$ cat src/rtl/comp_seq_ctrl.sv
// Serial magnitude comparator: walks two WIDTH-bit operands MSB-first, 2 bits per cycle,
// on one 2-bit compare slice and reports greater/equal/less with a done pulse.
module comp_seq_ctrl #(
  parameter int WIDTH      = 8,
  parameter int EARLY_EXIT = 1
) (
  input  logic                      clk,
  input  logic                      rst,
  input  logic                      start,
  input  logic [WIDTH-1:0]          op_a,
  input  logic [WIDTH-1:0]          op_b,
  output logic                      busy,
  output logic                      done,
  output logic                      greater,
  output logic                      equal,
  output logic                      less,
  output logic [$clog2(WIDTH/2):0]  slices
);
  localparam int NSLICE = WIDTH / 2;
  localparam int SW     = $clog2(NSLICE) + 1;
  localparam int IW     = (NSLICE > 1) ? $clog2(NSLICE) : 1;

  typedef enum logic {IDLE, RUN} state_t;

  state_t                  state, state_nxt;
  logic [NSLICE-1:0][1:0]  a_sl, b_sl;
  logic [IW-1:0]           idx;
  logic [SW-1:0]           cnt;
  logic                    decided, gt;
  logic                    diff, dec_now, gt_now, term;

  // Captured operands viewed as an array of 2-bit slices, slice 0 = LSBs.
  always_comb begin
    diff    = a_sl[idx] != b_sl[idx];
    dec_now = decided | diff;
    gt_now  = decided ? gt : (a_sl[idx] > b_sl[idx]);
    term    = (idx == '0) || ((EARLY_EXIT != 0) && diff);
  end

  always_comb begin
    state_nxt = state;
    case (state)
      IDLE:    if (start) state_nxt = RUN;
      RUN:     if (term)  state_nxt = IDLE;
      default: state_nxt = IDLE;
    endcase
  end

  always_comb begin
    busy = (state == RUN);
  end

  always_ff @(posedge clk) begin
    if (rst) begin
      state   <= IDLE;
      a_sl    <= '0;
      b_sl    <= '0;
      idx     <= '0;
      cnt     <= '0;
      decided <= 1'b0;
      gt      <= 1'b0;
      done    <= 1'b0;
      greater <= 1'b0;
      equal   <= 1'b0;
      less    <= 1'b0;
      slices  <= '0;
    end else begin
      state <= state_nxt;
      done  <= 1'b0;
      case (state)
        IDLE: if (start) begin
          a_sl    <= op_a;
          b_sl    <= op_b;
          idx     <= IW'(NSLICE - 1);
          cnt     <= '0;
          decided <= 1'b0;
        end
        RUN: begin
          cnt     <= cnt + 1'b1;
          decided <= dec_now;
          gt      <= gt_now;
          if (term) begin
            done    <= 1'b1;
            equal   <= ~dec_now;
            greater <= dec_now & gt_now;
            less    <= dec_now & ~gt_now;
            slices  <= cnt + 1'b1;
          end else begin
            idx <= idx - 1'b1;
          end
        end
        default: ;
      endcase
    end
  end
endmodule
$ cat config.mk
export PLATFORM = sky130hd
export DESIGN_NAME = comp_seq_ctrl
export DESIGN_NICKNAME = d
export VERILOG_FILES = /design/src/rtl/comp_seq_ctrl.sv
export SDC_FILE = /design/constraint.sdc
export NUM_CORES = 1
export LEC_CHECK = 0
export BUFFER_PORTS_ARGS = -buffer_cell sky130_fd_sc_hd__buf_4
export CAP_MARGIN = 20
export CORE_ASPECT_RATIO = 0.8
export CORE_MARGIN = 3
export CORE_UTILIZATION = 30
export DETAILED_ROUTE_END_ITERATION = 8
export PLACE_DENSITY_LB_ADDON = 0.1
export SLEW_MARGIN = 40
export SYNTH_ARGS = -nofsm -noshare
export SYNTH_HDL_FRONTEND = slang
export SYNTH_SLANG_ARGS = --single-unit
$ cat constraint.sdc
create_clock -name clk -period 6 [get_ports clk]
set_clock_uncertainty 0.15 [all_clocks]
set_input_delay 1.2 -clock clk [delete_from_list [all_inputs] [get_ports clk]]
set_output_delay 1.2 -clock clk [all_outputs]
set_load 0.03 [all_outputs]
==> results.yml <==
setup_path:
  crit_fanout: 20
  endpoint_kind: "output port"
  slowest_delay_ns: 0.74
  crit_family: "flip-flops"
  cp_slowest_cell: "dfxtp_1"
  path_cells: "buf_4"
  cp-start-kind: "flip-flop"
  cp.required_ns: 4.65
  critPathKind: "flip-flop to output port"
  critPathBufInv: 1
  arrival_ns: 1.29
route:
  drt-total-wl_um: 2695
  drtAntennaViolNets: 0
  drtIter0Drc: 40
  via_per_inst: 4.585
  vias: 1073
  post_drt_wl_per_cell_um: 11.52
  drt_first_pass_iters: 4
  route.detailed.drc: 0
yosys:
  synth_xor_area_frac: 0.006610
  muxShareOfSynthArea: 0.07554
  synth.yosys.seq_area_share: 0.4684
  yosys.area.top_type_share: 0.4684
  synth_edf_count: 0
  synth_fa_ha_area_frac: 0.03777
  synthArstFlopShare: 0
  synth_seq_cells: 31
  syn_area_um2: 1325
  yosys.area_share.simple: 0.2049
  netlist_instances: 155
  synthTopCellsByArea: "dfxtp_1 (47%), nand2_1 (11%), a21oi_1 (9.4%), mux4_2 (6.8%), ha_1 (3.8%)"
  syn-num-nets: 178
  synth-warning-count: 0
  synth-compound-area-share: 0.1454
  synth-main-ff-cell: "dfxtp_1"
  yosys.cell_types.count: 29
  yosysTopAreaCell: "dfxtp_1"
  avgSynthCellArea_um2: 8.549
  synth_top_family_by_area: "simple AND/OR/NAND/NOR gates"
clock_network:
  clock_path_buffers: 2
  cts-root-buf: "clkbuf_8"
  post_cts_resized: 0
  cts_tree: "built"
  cts_sinks: 31
  postCtsSetupRepairBufs: 0
  cts_hold_buf: 0
  cts.reportedPaths.clkPinSlew_ns: 0.07
  h-tree-depth: 2
  worstSkewPairLatency_ns: 0.27
  cts_buffers: 5
global_route:
  gr-total-overflow: 0
  antenna_found_initial: 0
  grt_pass1_vias: 1022
  grt_use_total: 0.1093
  grt_max_degree: 32
  grt_pass1_wl_um: 4505
power:
  p_leak_nw: 0.6814
  power_density_nw_per_um2: 341.9
  power_mw: 0.5642
  ir_drop_v: 0.0001214
timing:
  slew_violations: 0
  min_period_ns: 2.642
  fin_tns_setup_ns: 0
  grt_setup_unrepaired: "no"
  hold_viol: 0
  relSlewSlack: 0.5683
  setup_viol: 0
  finalCritPeriodShare: 0.4403
  fmax_ghz: 0.3786
  max_slew.worst_pin.slew_ns: 0.6467
final_layout:
  drive_gt1_frac: 0.2346
  final_nets: 201
  final_cell_mix: "nand2_1 (39), dfxtp_1 (31), buf_4 (26)"
  diodes: 0
  fin_cells: 234
  syn_to_final_growth_pct: 24.55
  layout_commonest_cell: "nand2_1"
  nFillCells: 410
floorplan:
  die_h_um: 65.44
  die_w_um: 80.30
  rows: 20
  start_util: 0.3289
  io_pins: 27
  core_area_um2: 4029
  dieArea_um2: 5255
placement:
  port_buffers: 26
  gp_congestion: 0.6950
  dpl.cell_count: 226
  dp_hpwl_um: 1896
status:
  status: "completed"
run:
  drv_cap: 0
min_path:
  hold_path.class: "flip-flop to flip-flop"
synth_stat cells (2+ instances only):
cell type / n
nor3_1: 2
inv_1: 6
ha_1: 4
nand3_1: 2
buf_4: 2
nor3b_1: 2
nand2_1: 39
dfxtp_1: 31
nor2b_1: 2
mux4_2: 4
a21oi_1: 25
a211oi_1: 3
nor2_1: 11
buf_2: 4
o21ai_0: 4
per-layer routing:
layer / vias to the layer above / track usage / share of wire
met3: 5 / 0.03836 / 0.040
met5: - / 0 / 0
met4: 0 / 0.03797 / 0.0078
met2: 17 / 0.1787 / 0.45
met1: 486 / 0.1333 / 0.51
li1: 565 / - / -
report_power, final:
part | leakage [nW] | internal [mW] | total [mW] | switching (mW)
Sequential | 0.254 | 0.225 | 0.244 | 0.0188
Combinational | 0.366 | 0.0495 | 0.112 | 0.0623
Clock | 0.0612 | 0.134 | 0.209 | 0.0745
final timing paths:
path | from | endpoint | slack (ns) | cells past startpoint
setup reg to reg | idx[0] | slices[0] | 3.52 | 6
hold reg to reg | b_sl[6] | b_sl[6] | 0.30 | 2
setup / recovery | busy | busy | 3.36 | 1
hold / removal | b_sl[6] | b_sl[6] | 0.30 | 2
area by class of cell:
cell class | instances | area (µm²) | share of cell area
multi-input cells | 108 | 625.6 | 0.3791
flip-flops and latches | 31 | 620.6 | 0.3760
repair buffers | 26 | 195.2 | 0.1183
clock buffers | 6 | 82.58 | 0.05004
well taps | 55 | 68.82 | 0.04170
clock inverters | 2 | 35.03 | 0.02123
inverters | 6 | 22.52 | 0.01365
registers in the layout, indices dropped and copies added (netlist names):
register,count
slices,3
less,1
b_sl,8
idx,2
decided,1
done,1
equal,1
greater,1
a_sl,8
cnt,3
gt,1
busy,1
cells by family after synthesis:
group	Yosys count
adder cells (fa/ha/maj)	4
flip-flops	31
AO/OA/AOI/OAI	35
buffers and inverters	16
multiplexers	5
XOR/XNOR	1
AND/OR/NAND/NOR	63
stage by stage:
step / worst slack [ns] / cell area [µm²] / hold slack [ns] / util
floorplan: 3.843 / 1325 / 0.2831 / -
global placement: 3.369 / 1530 / 0.2896 / 0.3798
detailed placement: 3.510 / 1533 / 0.2966 / 0.3804
finish: 3.358 / 1650 / 0.3028 / 0.4096
CTS: 3.343 / 1650 / 0.3052 / 0.4096
global route: 3.300 / 1650 / 0.3193 / 0.4096
worst reg2reg max path: cells and delay by family, from the launching register on:
family / cells / cell delay, ns
compound gates: 1 / 0.12
fa+ha+maj: 1 / 0.34
flops: 1 / 0.53
mux: 1 / 0.56
simple gates: 3 / 0.70
Power figures use the tool's default switching activity.
